## config.mk

```make
export PLATFORM = sky130hd
export DESIGN_NAME = pin_entry_ctrl
export DESIGN_NICKNAME = d
export VERILOG_FILES = /design/src/rtl/pin_entry_ctrl.sv
export SDC_FILE = /design/constraint.sdc
export NUM_CORES = 1
export LEC_CHECK = 0
export ABC_AREA = 1
export BUFFER_PORTS_ARGS = -buffer_cell sky130_fd_sc_hd__buf_2
export CAP_MARGIN = 20
export CORE_ASPECT_RATIO = 0.6
export CORE_MARGIN = 2
export CORE_UTILIZATION = 40
export CTS_CLUSTER_DIAMETER = 100
export DETAILED_ROUTE_END_ITERATION = 12
export PLACE_DENSITY_LB_ADDON = 0.2
export SYNTH_ARGS = -nofsm -noshare
export SYNTH_HDL_FRONTEND = slang
export SYNTH_SLANG_ARGS = --single-unit
```

## constraint.sdc

```tcl
create_clock -name clk -period 4.1 [get_ports clk]
set_input_delay 0 -clock clk [delete_from_list [all_inputs] [get_ports clk]]
set_output_delay 0 -clock clk [all_outputs]
set_load 0.01 [all_outputs]
```

## src/rtl/pin_entry_ctrl.sv

```systemverilog
// pin_entry_ctrl
// Keypad PIN-entry controller placed between a matrix-keypad scanner and an
// LCD1602 controller. It buffers up to PIN_LEN digits and echoes each one
// (or a mask character) on the LCD second line. It compares a completed
// entry with a re-programmable stored code and counts consecutive failures,
// locking the keypad out for a while once MAX_TRIES is reached. It also
// selects the LCD message and pulses a change strobe.
//
// Ports
//   clk            in   system clock
//   reset          in   synchronous, active-high reset
//   key_valid      in   one-cycle pulse per debounced key press
//   key_code       in   0-9 digit, A enter, B backspace, C clear, D program
//   char_valid     out  one-cycle pulse: write char_data at char_pos
//   char_data      out  echo character (mask, ASCII digit, or space)
//   char_pos       out  LCD column, 0..PIN_LEN-1
//   clear_line     out  one-cycle pulse: blank the LCD second line
//   sel_msg        out  01 enter code, 10 open, 11 error, 00 locked out
//   message_change out  one-cycle pulse when sel_msg takes a new value
//   unlock         out  high while open
//   locked         out  high while locked out
//   tries          out  consecutive-failure count
module pin_entry_ctrl #(
    parameter int                   PIN_LEN        = 4,
    parameter logic [PIN_LEN*4-1:0] DEFAULT_PIN    = 16'h1234,
    parameter int                   MAX_TRIES      = 3,
    parameter logic [7:0]           MASK_CHAR      = 8'h2A,
    parameter bit                   MASK_EN        = 1'b1,
    parameter int                   OPEN_CYCLES    = 250_000_000,
    parameter int                   FAIL_CYCLES    = 100_000_000,
    parameter int                   LOCK_CYCLES    = 1_500_000_000,
    parameter int                   TIMEOUT_CYCLES = 500_000_000
) (
    input  logic                             clk,
    input  logic                             reset,
    input  logic                             key_valid,
    input  logic [3:0]                       key_code,
    output logic                             char_valid,
    output logic [7:0]                       char_data,
    output logic [2:0]                       char_pos,
    output logic                             clear_line,
    output logic [1:0]                       sel_msg,
    output logic                             message_change,
    output logic                             unlock,
    output logic                             locked,
    output logic [$clog2(MAX_TRIES+1)-1:0]   tries
);

    localparam int          TW        = $clog2(MAX_TRIES + 1);
    localparam logic [3:0]  PIN_LEN_C = 4'(PIN_LEN);
    localparam logic [TW-1:0] MAX_C   = TW'(MAX_TRIES);

    typedef enum logic [2:0] {
        ST_ENTRY = 3'd0,
        ST_CHECK = 3'd1,
        ST_OPEN  = 3'd2,
        ST_FAIL  = 3'd3,
        ST_LOCK  = 3'd4,
        ST_PROG  = 3'd5
    } state_e;

    state_e                 state_q, state_d;
    logic [3:0]             count_q, count_d;
    logic [PIN_LEN*4-1:0]   buf_q, buf_d;
    logic [PIN_LEN*4-1:0]   code_q, code_d;
    logic [TW-1:0]          tries_q, tries_d;
    logic [31:0]            timer_q, timer_d;
    logic                   char_valid_q, char_valid_d;
    logic [7:0]             char_data_q, char_data_d;
    logic [2:0]             char_pos_q, char_pos_d;
    logic                   clear_line_q, clear_line_d;
    logic [1:0]             sel_msg_q, sel_msg_d;
    logic                   message_change_q, message_change_d;
    logic                   unlock_q, unlock_d;
    logic                   locked_q, locked_d;

    logic                   expired_s, load_s;
    logic                   is_digit_s, is_enter_s, is_back_s, is_clear_s, is_prog_s;
    logic [TW-1:0]          tries_inc_s;

    // Timer reload value for the period that starts in a given state.
    // The value is N-1 so that the state is held for exactly N cycles.
    function automatic logic [31:0] dwell(input state_e s);
        logic [31:0] v;
        case (s)
            ST_ENTRY, ST_PROG: v = 32'(TIMEOUT_CYCLES - 1);
            ST_OPEN:           v = 32'(OPEN_CYCLES - 1);
            ST_FAIL:           v = 32'(FAIL_CYCLES - 1);
            ST_LOCK:           v = 32'(LOCK_CYCLES - 1);
            default:           v = 32'd0;
        endcase
        return v;
    endfunction

    // LCD message for a state; the one-cycle CHECK state keeps the current one.
    function automatic logic [1:0] msg_of(input state_e s, input logic [1:0] cur);
        logic [1:0] m;
        case (s)
            ST_ENTRY, ST_PROG: m = 2'b01;
            ST_OPEN:           m = 2'b10;
            ST_FAIL:           m = 2'b11;
            ST_LOCK:           m = 2'b00;
            default:           m = cur;
        endcase
        return m;
    endfunction

    function automatic logic [7:0] echo(input logic [3:0] d);
        return MASK_EN ? MASK_CHAR : (8'h30 + {4'h0, d});
    endfunction

    assign expired_s  = (timer_q == 32'd0);
    assign is_digit_s = key_valid && (key_code <= 4'd9);
    assign is_enter_s = key_valid && (key_code == 4'hA);
    assign is_back_s  = key_valid && (key_code == 4'hB);
    assign is_clear_s = key_valid && (key_code == 4'hC);
    assign is_prog_s  = key_valid && (key_code == 4'hD);

    // Next-state, buffer, timer and registered-output computation.
    always_comb begin
        state_d      = state_q;
        count_d      = count_q;
        buf_d        = buf_q;
        code_d       = code_q;
        tries_d      = tries_q;
        char_valid_d = 1'b0;
        char_data_d  = char_data_q;
        char_pos_d   = char_pos_q;
        clear_line_d = 1'b0;
        load_s       = 1'b0;
        tries_inc_s  = tries_q + TW'(1);

        case (state_q)
            ST_ENTRY, ST_PROG: begin
                // Expiry is evaluated first so a coincident key is dropped.
                if (expired_s) begin
                    load_s = 1'b1;
                    if (count_q != 4'd0) begin
                        count_d      = 4'd0;
                        clear_line_d = 1'b1;
                    end else begin
                        count_d = count_q;
                    end
                    if (state_q == ST_PROG) begin
                        state_d = ST_OPEN;
                    end else begin
                        state_d = state_q;
                    end
                end else if (is_digit_s) begin
                    if (count_q < PIN_LEN_C) begin
                        for (int i = 0; i < PIN_LEN; i++) begin
                            buf_d[(PIN_LEN-1-i)*4 +: 4] = (count_q == 4'(i)) ? key_code
                                                          : buf_q[(PIN_LEN-1-i)*4 +: 4];
                        end
                        count_d      = count_q + 4'd1;
                        char_valid_d = 1'b1;
                        char_pos_d   = count_q[2:0];
                        char_data_d  = echo(key_code);
                        load_s       = 1'b1;
                    end else begin
                        count_d = count_q;
                    end
                end else if (is_back_s) begin
                    if (count_q != 4'd0) begin
                        count_d      = count_q - 4'd1;
                        char_valid_d = 1'b1;
                        char_pos_d   = count_d[2:0];
                        char_data_d  = 8'h20;
                        load_s       = 1'b1;
                    end else begin
                        count_d = count_q;
                    end
                end else if (is_clear_s) begin
                    count_d      = 4'd0;
                    clear_line_d = 1'b1;
                    load_s       = 1'b1;
                end else if (is_enter_s) begin
                    if (state_q == ST_ENTRY) begin
                        state_d = ST_CHECK;
                    end else if (count_q == PIN_LEN_C) begin
                        code_d  = buf_q;
                        count_d = 4'd0;
                        state_d = ST_ENTRY;
                    end else begin
                        count_d = 4'd0;
                        state_d = ST_OPEN;
                    end
                end else begin
                    state_d = state_q;
                end
            end
            ST_CHECK: begin
                count_d      = 4'd0;
                clear_line_d = 1'b1;
                if ((count_q == PIN_LEN_C) && (buf_q == code_q)) begin
                    state_d = ST_OPEN;
                    tries_d = '0;
                end else if (tries_inc_s == MAX_C) begin
                    state_d = ST_LOCK;
                    tries_d = tries_inc_s;
                end else begin
                    state_d = ST_FAIL;
                    tries_d = tries_inc_s;
                end
            end
            ST_OPEN: begin
                if (expired_s || is_clear_s) begin
                    state_d = ST_ENTRY;
                end else if (is_prog_s) begin
                    state_d = ST_PROG;
                    count_d = 4'd0;
                end else begin
                    state_d = state_q;
                end
            end
            ST_FAIL: begin
                if (expired_s) begin
                    state_d = ST_ENTRY;
                end else begin
                    state_d = state_q;
                end
            end
            ST_LOCK: begin
                if (expired_s) begin
                    state_d = ST_ENTRY;
                    tries_d = '0;
                end else begin
                    state_d = state_q;
                end
            end
            default: begin
                state_d = ST_ENTRY;
                count_d = 4'd0;
            end
        endcase

        // Any state change or accepted key restarts the shared timer.
        timer_d = (load_s || (state_d != state_q)) ? dwell(state_d)
                : (expired_s ? 32'd0 : timer_q - 32'd1);

        sel_msg_d        = msg_of(state_d, sel_msg_q);
        message_change_d = (sel_msg_d != sel_msg_q);
        unlock_d         = (state_d == ST_OPEN);
        locked_d         = (state_d == ST_LOCK);
    end

    // State, buffer, timer and output registers with synchronous reset.
    always_ff @(posedge clk) begin
        if (reset) begin
            state_q          <= ST_ENTRY;
            count_q          <= 4'd0;
            buf_q            <= '0;
            code_q           <= DEFAULT_PIN;
            tries_q          <= '0;
            timer_q          <= dwell(ST_ENTRY);
            char_valid_q     <= 1'b0;
            char_data_q      <= 8'h20;
            char_pos_q       <= 3'd0;
            clear_line_q     <= 1'b0;
            sel_msg_q        <= 2'b01;
            message_change_q <= 1'b0;
            unlock_q         <= 1'b0;
            locked_q         <= 1'b0;
        end else begin
            state_q          <= state_d;
            count_q          <= count_d;
            buf_q            <= buf_d;
            code_q           <= code_d;
            tries_q          <= tries_d;
            timer_q          <= timer_d;
            char_valid_q     <= char_valid_d;
            char_data_q      <= char_data_d;
            char_pos_q       <= char_pos_d;
            clear_line_q     <= clear_line_d;
            sel_msg_q        <= sel_msg_d;
            message_change_q <= message_change_d;
            unlock_q         <= unlock_d;
            locked_q         <= locked_d;
        end
    end

    assign char_valid     = char_valid_q;
    assign char_data      = char_data_q;
    assign char_pos       = char_pos_q;
    assign clear_line     = clear_line_q;
    assign sel_msg        = sel_msg_q;
    assign message_change = message_change_q;
    assign unlock         = unlock_q;
    assign locked         = locked_q;
    assign tries          = tries_q;

endmodule

```

# Word-level counts from Yosys, hierarchy flattened
# Cells that the tools add are included.
[totals] regBits=91 in_bits=7 word_cells=142
[classes] addsub=4 magnitude_cmp=2 eq_ne=30 muxes=54 bitwise=7 reduce_logical=28
[op_table] op="31-bit one-hot mux with 4 select lines" count=1
[op_table] op="32-bit two-way mux" count=2
[op_table] op="3-bit two-way mux" count=15
[op_table] op="4-bit two-way mux" count=11
[op_table] op="32-bit zero test" count=1
[op_table] op="8-bit two-way mux" count=4
[op_table] op="32-bit by 1-bit subtractor with 32-bit output (second input constant)" count=1
[op_table] op="5-bit AND reduction" count=5
[op_table] op="16-bit == test" count=1
[op_table] op="4-bit == test (second input constant)" count=4
[op_table] op="8-bit AND reduction" count=2
[op_table] op="3-bit by 2-bit == test with 1-bit output (second input constant)" count=4
[op_table] op="3-bit == test (second input constant)" count=4
[op_table] op="1-bit two-way mux" count=12
[op_table] op="6-bit inequality test (second input constant)" count=2
[op_table] op="3-bit one-hot mux with 4 select lines" count=1
[op_table] op="4-bit one-hot mux with 3 select lines" count=1
[op_table] op="4-bit by 2-bit == test with 1-bit output (second input constant)" count=2
[op_table] op="2-bit two-way mux" count=4
[op_table] op="4-bit inequality test (second input constant)" count=2
[op_table] op="2-bit one-hot mux with 4 select lines" count=1
[op_table] op="1-bit NOT" count=7
[op_table] op="1-bit logical AND" count=6
[op_table] op="3-bit zero test" count=2
[op_table] op="23 further kinds" count=30

# Depth between registers and ports, before layout
# Gate-level depths: netlist of run 1.
[logic_depth] ltp_word=13 mapped_depth=17

# Least setup slack after synthesis of run 1
# OpenSTA, ideal clock, no wires.
[synth_path] path_type="register to register" startpoint="register count_q[0]" endpoint="register timer_q[27]" setup_ns=0.126 t_arrival_ns=2.023 path_slack_ns=1.951 stages_incl_launch_ff=17 n_path_buf=1 period_less_slack_ns=2.149 cell_sequence="dfxtp_1 -> inv_1 -> ha_1 -> nand2_2 -> nor2_2 -> nand3_1 -> nor2_1 -> nand3_2 -> nand2_2 -> nand2_2 -> nand2_2 -> nand2_4 -> nor2_8 -> nand3_4 -> buf_6 -> nand2_2 -> nand3_2"
[synth_via] elab_chain_len=13 word_cells_on_any_way=29 cone_classes="order compare (1); eq/ne (6); mux (17); reduce/logical (5)"
[synth_rtl] element="start: declaration" line_no="63" text="logic [3:0] count_q, count_d;"
[synth_rtl] element="start signal: assignment" line_no="266" text="count_q <= count_d;"
[synth_rtl] element="4-bit by 3-bit == test with 1-bit output" line_no="180, 195"
[synth_rtl] element="2-bit two-way mux" line_no="180" text="end else if (count_q == PIN_LEN_C) begin"
[synth_rtl] element="2-bit two-way mux" line_no="178" text="if (state_q == ST_ENTRY) begin"
[synth_rtl] element="3-bit two-way mux" line_no="177" text="end else if (is_enter_s) begin"
[synth_rtl] element="3-bit two-way mux" line_no="173" text="end else if (is_clear_s) begin"
[synth_rtl] element="3-bit two-way mux" line_no="163" text="end else if (is_back_s) begin"
[synth_rtl] element="3-bit two-way mux" line_no="149" text="end else if (is_digit_s) begin"
[synth_rtl] element="3-bit two-way mux" line_no="136" text="if (expired_s) begin"
[synth_rtl] element="3-bit one-hot mux with 4 select lines" line_no="133" text="case (state_q)"
[synth_rtl] element="3-bit == test or 3-bit zero test (tied branches)" line_no="85" text="case (s)"
[synth_rtl] element="2-bit OR reduction" line_no="85"
[synth_rtl] element="31-bit one-hot mux with 4 select lines" line_no="85"
[synth_rtl] element="32-bit two-way mux (*)" line_no="238" text="timer_d = (load_s || (state_d != state_q)) ? dwell(state_d)"
[synth_rtl] element="end signal: assignment" line_no="255" text="timer_q <= dwell(ST_ENTRY);"
[synth_rtl] element="end signal: assignment" line_no="270" text="timer_q <= timer_d;"
[synth_rtl] element="end: declaration" line_no="67" text="logic [31:0] timer_q, timer_d;"
# Mark *: on every way between the ends. The rest lies on a longest branch, timed or not.
# A chain may end at the register's enable or synchronous reset.

# Worst setup path in the final report of run 1
[layout_path] startpoint="register count_q[0]" endpoint="register timer_q[19]"
# The elaborated chain is that of the path after synthesis.

==> results of run 1 <==
[layer usage]
metal | share of wire (%) | vias up
met2 | 36 | 143
met1 | 55 | 1974
met5 | 0 | -
li1 | - | 2231
met4 | 1.2 | 0
met3 | 7.6 | 16
[sequential cells by signal, indices dropped and copies added (netlist names), 2 cells and up]
register	count
tries	2
timer_q	32
code_q	16
count_q	4
buf_q	16
sel_msg	2
state_q	3
char_pos	3
[layout make-up]
| cell class | instances | share of cell area, % |
|---|---|---|
| Clock buffer | 12 | 4.95 |
| Clock inverter | 4 | 1.02 |
| Inverter | 85 | 5.95 |
| Multi-Input combinational cell | 493 | 50.5 |
| Sequential cell | 84 | 31.2 |
| Tap cell | 165 | 3.84 |
| Timing Repair Buffer | 22 | 2.51 |
[worst paths after layout]
kind / from / to / slack, ns / cells past startpoint
worst max-delay path: count_q[0] / timer_q[19] / 1.25 / 15
worst min-delay path: key_code[3] / buf_q[15] / 0.03 / 3
worst max register to register: count_q[0] / timer_q[19] / 1.25 / 15
worst min register to register: code_q[3] / code_q[3] / 0.47 / 2
[power breakdown]
part           internal, W  switching (W)  total, W
sequential         0.00100       0.000173   0.00117
combinational     0.000597        0.00130   0.00189
clock             0.000525       0.000342  0.000868
total              0.00212        0.00181   0.00394
[placed cells by master, fill, tap and decap left out, drive strengths merged, types with 2 or more instances in the layout]
| master | synthesis | layout |
|---|---|---|
| nor3 | 13 | 13 |
| a31oi | 3 | 3 |
| nor2 | 103 | 103 |
| inv | 84 | 85 |
| clkbuf | 7 | 12 |
| nand4 | 17 | 17 |
| buf | 15 | 22 |
| o211ai | 10 | 10 |
| xnor2 | 15 | 15 |
| clkinv | 1 | 2 |
| nand3 | 53 | 53 |
| a211oi | 12 | 12 |
| ha | 7 | 7 |
| nand2 | 148 | 148 |
| dfxtp | 84 | 84 |
| o21ai | 43 | 43 |
| or2 | 4 | 4 |
| xor2 | 20 | 20 |
| nor4b | 2 | 2 |
| a21oi | 32 | 32 |
| conb | 2 | 6 |
[worst min-delay path, cell delays in order]
cell     delay, ns
buf_2         0.16
nand3_1       0.10
a21oi_1       0.06
[per-stage QoR]
stage               total power [W]  hold WS [ns]  setup WS (ns)  instance area (µm²)
detailed placement          0.00307         0.369           1.30                 5030
floorplan                   0.00267         0.164           1.95                 4850
finish                      0.00394        0.0280           1.25                 5380
global placement            0.00304         0.369           1.45                 5030
global route                0.00421        0.0253           1.01                 5380
CTS                         0.00395        0.0108           1.29                 5360
[kinds of logic after synthesis]
kind of cell | after synthesis | share of synthesized area [%]
buffers and inverters | 107 | 9.25
flip-flops | 84 | 34.8
XOR/XNOR | 35 | 6.35
adder cells (fa/ha/maj) | 7 | 1.81
other | 2 | 0.155
AO/OA/AOI/OAI | 102 | 13.0
AND/OR/NAND/NOR | 343 | 34.7
==> results.cfg, run 1 <==
[cts]
cts_buffers = 9
cts_tree = done
ctsResizeCount = 0
cts_setup_buffers = 0
cts_buffer_depth = 2
cts.clk_slew.worst_paths_ns = 0.06
clockRootBuffer = clkbuf_16
htreeDepth = 3
cts.sinks = 84
cts_hold_buf = 0
clock_latency_ns = 0.34

[logic_synthesis]
ys_seq_elements = 84
ys_seq_area_share_pct = 34.8
async_reset_ff_share_pct = 0
synth_edf_count = 0
avgSynthCellArea_um2 = 7.10
ys_top_cells_by_count = 133 x nand2_1, 85 x nor2_1, 84 x dfxtp_1
synth_top_cell_by_area = dfxtp_1
yosysMostFrequentCell = nand2_1
synth_cell_types = 43
synthCells = 680
synth_top_area_share_pct = 34.8
yosysWarnings = 0
synth_area_leaders = dfxtp_1 35%, nand2_1 10%, nor2_1 6.6%
syn_area_mm2 = 0.00483
synthFlopType = dfxtp_1

[drt]
wl_per_cell_um = 14.6
viasPerCell = 5.05
vias = 4364
finalWirelength_um = 12600
ant_nets = 0
drc_errors = 0
drt_iter0_drc = 358
first_pass_iters = 5

[timing]
setup_viol = 0
relSlewSlack_pct = 44.0
rsz0062_at_grt = no
min_period_over_period_pct = 69.5
hold_viol = 0
fin_skew_ns = 0.00602
fmax_mhz = 351
tns_ns = 0
tightest_slew_ns = 0.839
finalMaxSlewViolations = 0
period_minus_slack_ns = 2.85

[global_route]
grt_pass1_vias = 3748
grt_usage_pct = 19.8
antenna_found_initial = 0
top_usage_layer = met1
use_met1_pct = 31.4
grt_util_met3_pct = 4.34
grt_pass1_wl_um = 20000
grt_remaining_overflow = 0
grt_max_degree = 33
use_met2_pct = 26.0

[cells_and_area]
seq_area_mm2 = 0.00168
area_growth_pct = 11.4
nFillCells = 1198
drive_above_1_share_pct = 15.1
multiInputGateArea_mm2 = 0.00272
finalNonFillerCells = 865
fin_nets = 709
post-route-util_pct = 45.2
diodes = 0

[critical_path]
critPathTopFamily = simple AND/OR/NAND/NOR gates
slowest_stage = dfxtp_1
worstPathBufferInverterCount = 2
cp_max_fo = 18
crit_type = reg -> reg
worstPathCellList = inv_1 -> ha_1 -> nand2_2 -> nor2_2 -> nand3_1 -> nor2_1 -> nand3_2 -> nand3_2 -> nand2_1 -> nand2_1 -> nand2_1 -> inv_2 -> nand3_4 -> nand3_1 -> nand3_1
startpoint_type = flip-flop
cp_slowest_stage_delay_ns = 0.38
critPathArrivalTime_ns = 3.04
cp_data_required_time_ns = 4.29
end_kind = flip-flop

[placement]
dp_hpwl_um = 9380
gp_congestion = 0.933
io_buffer_count = 20
dp.cells = 848

[min_path]
hold_path.class = in -> reg

[floorplan]
die_w_um = 146
dieArea_mm2 = 0.0130
core_mm2 = 0.0119
die_h_um = 89.1
ios = 27
rows = 31
initial_core_util_pct = 40.6

[outcome]
status = finished clean

[run]
drv_cap = 0

[power]
p_leak_nw = 2.25
power_density_mw_per_mm2 = 731
ir_drop_mv = 0.357
Note: power is estimated with default switching activity, not from simulation.
==> inputs of run 2 (changes only) <==
- ABC_AREA: 1 -> 0
- clock period: 4.1 -> 2.7 ns (I/O delays scaled with it)
==> results.cfg, run 2 <==
[outcome]
status = complete, but fails checks
failed_checks = negative setup slack

[logic_synthesis]
synth_top_area_share_pct = 37.2
ys_top_cells_by_count = 84 x dfxtp_1, 68 x nor2_1, 40 x mux2i_1
synthCells = 526
ys_seq_elements = 84
ys_seq_area_share_pct = 37.2
synthFlopType = dfxtp_1
avgSynthCellArea_um2 = 8.60
syn_area_mm2 = 0.00453
synth_top_cell_by_area = dfxtp_1
yosysMostFrequentCell = dfxtp_1
synth_area_leaders = dfxtp_1 37%, mux2i_1 8.8%, xnor2_1 5.8%
synth_edf_count = 0
async_reset_ff_share_pct = 0
synth_cell_types = 64
yosysWarnings = 0

[critical_path]
startpoint_type = flip-flop
cp_max_fo = 7
reg2reg_from = timer_q[12]
r2r_slack_ns = -0.24
ff2ff_path_depth = 9
cp_data_required_time_ns = 2.91
critPathArrivalTime_ns = 3.15
end_kind = flip-flop
crit_type = reg -> reg
r2r_end = timer_q[18]

[cells_and_area]
nFillCells = 1037
largest_register_ffs = 32
final_cell_mix = 82 x dfxtp_1, 68 x buf_4, 67 x nor2_1, 39 x mux2i_1, 37 x nand2_1
final_common_cell = dfxtp_1
top_register = timer_q
fin_nets = 617
post-route-util_pct = 51.4
finalNonFillerCells = 752
drive_above_1_share_pct = 25.5
diodes = 0
area_growth_pct = 26.5
reg.largest.list = timer_q (32), buf_q (16), code_q (16)

[global_route]
antenna_found_initial = 0
grt_remaining_overflow = 0
grt_max_degree = 42
grt_pass1_wl_um = 19300
grt_usage_pct = 20.3
grt_pass1_vias = 3726

[drt]
vias = 4099
first_pass_iters = 4
drt_iter0_drc = 269
drc_errors = 0
ant_nets = 0
viasPerCell = 5.45
finalWirelength_um = 12000
wl_per_cell_um = 16.0

[floorplan]
initial_core_util_pct = 40.6
dieArea_mm2 = 0.0122
die_w_um = 141
die_h_um = 86.4
ios = 27
rows = 30
core_mm2 = 0.0111

[power]
power_density_mw_per_mm2 = 571
clkPwrFrac_pct = 41.0
p_switching_w = 0.000891
ir_drop_mv = 0.342
p_sw_share_pct = 27.2
power.internal_w = 0.00238
combinationalPowerShare_pct = 18.3
p_leak_nw = 2.43
power.total_w = 0.00327
seqPwrFrac_pct = 40.7

[placement]
gp_congestion = 0.822
dp.cells = 733
dp_hpwl_um = 8750
io_buffer_count = 20
pre_cts_ws_ns = -0.203

[cts]
cts_hold_buf = 0
cts_tree = done
cts_buffers = 9
clock_latency_ns = 0.34
htreeDepth = 3
cts_buffer_depth = 2
clockRootBuffer = clkbuf_16
cts.clk_slew.worst_paths_ns = 0.06
cts.sinks = 84

[timing]
fmax_mhz = 340
hold_viol = 0
fin_skew_ns = 0.00695
setup_viol = 34
setup_ws_ns = -0.240
rsz0062_at_grt = yes
tightest_slew_ns = 0.620
min_period_over_period_pct = 109
period_minus_slack_ns = 2.94
finalMaxSlewViolations = 0
relSlewSlack_pct = 58.4

[run]
drv_cap = 0

[min_path]
min_path_cells = 3
hold_path.class = in -> reg
hold_end = buf_q[13]
hold_start = key_code[1]
==> run 2: changes by cell type in the layout (fill, tap and decap cells not counted), moves of 17 or more <==
cell     delta
nand2_1    -96
buf_4      +67
inv_1      -68
nor3_1     +17
nand3_1    -33
nor2_1     -18
mux2i_1    +39
==> run 2: cells by family after synthesis <==
family / after synthesis / synth area share [%]
xor gates and xnor gates: 43 / 8.32
AOI/OAI and AO/OA: 89 / 13.6
muxes: 44 / 10.1
adders and majority gates: 8 / 2.16
other: 2 / 0.166
buffers and inverters: 44 / 4.70
DFF: 84 / 37.2
and+or+nand+nor: 212 / 23.8
==> run 2: routing by layer <==
metal | wire (µm) | vias up | global-route usage [%]
li1 | - | 2021 | -
met1 | 6660 | 1972 | 32.5
met2 | 4480 | 95 | 26.2
met3 | 760 | 11 | 5.52
met4 | 118 | 0 | 4.64
met5 | 0 | - | 0
==> run 2: what timing repair did <==
action	in CTS	in global routing
cloned	0	1
buffers inserted	0	3
endpoints found under the hold margin	0	0
endpoints found under the setup margin	34	42
pin swaps	0	12
resized for setup	3	41
==> run 2: cell type report <==
class,instances,area (µm²),share of cell area (%)
repair buffers,96,713,12.5
multi-input cells,402,2790,48.7
clock inverters,7,98.8,1.73
well taps,144,180,3.15
inverters,10,37.5,0.656
flip-flops and latches,84,1680,29.4
clock buffers,9,225,3.93
==> run 2: power by group through the flow <==
stage          registers, W  clock network [W]  logic (W)
5_1_grt             0.00134            0.00142   0.000647
3_3_place_gp        0.00136                  0   0.000524
4_1_cts             0.00133            0.00136   0.000537
2_1_floorplan       0.00136                  0   0.000336
3_5_place_dp        0.00136                  0   0.000531
6_report            0.00133            0.00134   0.000598
==> run 2: critical path: stages (launching register included) <==
cell and delay [ns]:
dfxtp_2 0.32, or3_4 0.38, or4_4 0.51, or3_4 0.39
and2_4 0.15, o31a_1 0.30, buf_4 0.15, nor4_4 0.35
buf_6 0.20, a22oi_2 0.07
==> run 2: metrics by stage <==
stage	cell area, µm²	TNS [ns]	hold WS (ns)
6_report	5730	-6.17	0.0350
4_1_cts	5550	-3.44	0.0272
2_1_floorplan	4560	-4.22	0.144
3_5_place_dp	5210	-4.02	0.387
5_1_grt	5730	-8.90	0.0455
3_3_place_gp	5210	-2.33	0.378
==> run 2: worst max-delay path by stage <==
stage,start,end,slack (ns),cells past startpoint
CTS,timer_q[19],timer_q[9],-0.19,9
global placement,timer_q[19],timer_q[9],-0.14,9
global route,timer_q[12],count_q[1],-0.30,9
floorplan,timer_q[19],timer_q[18],-0.21,10
finish,timer_q[12],timer_q[18],-0.24,9
detailed placement,timer_q[19],timer_q[9],-0.20,9
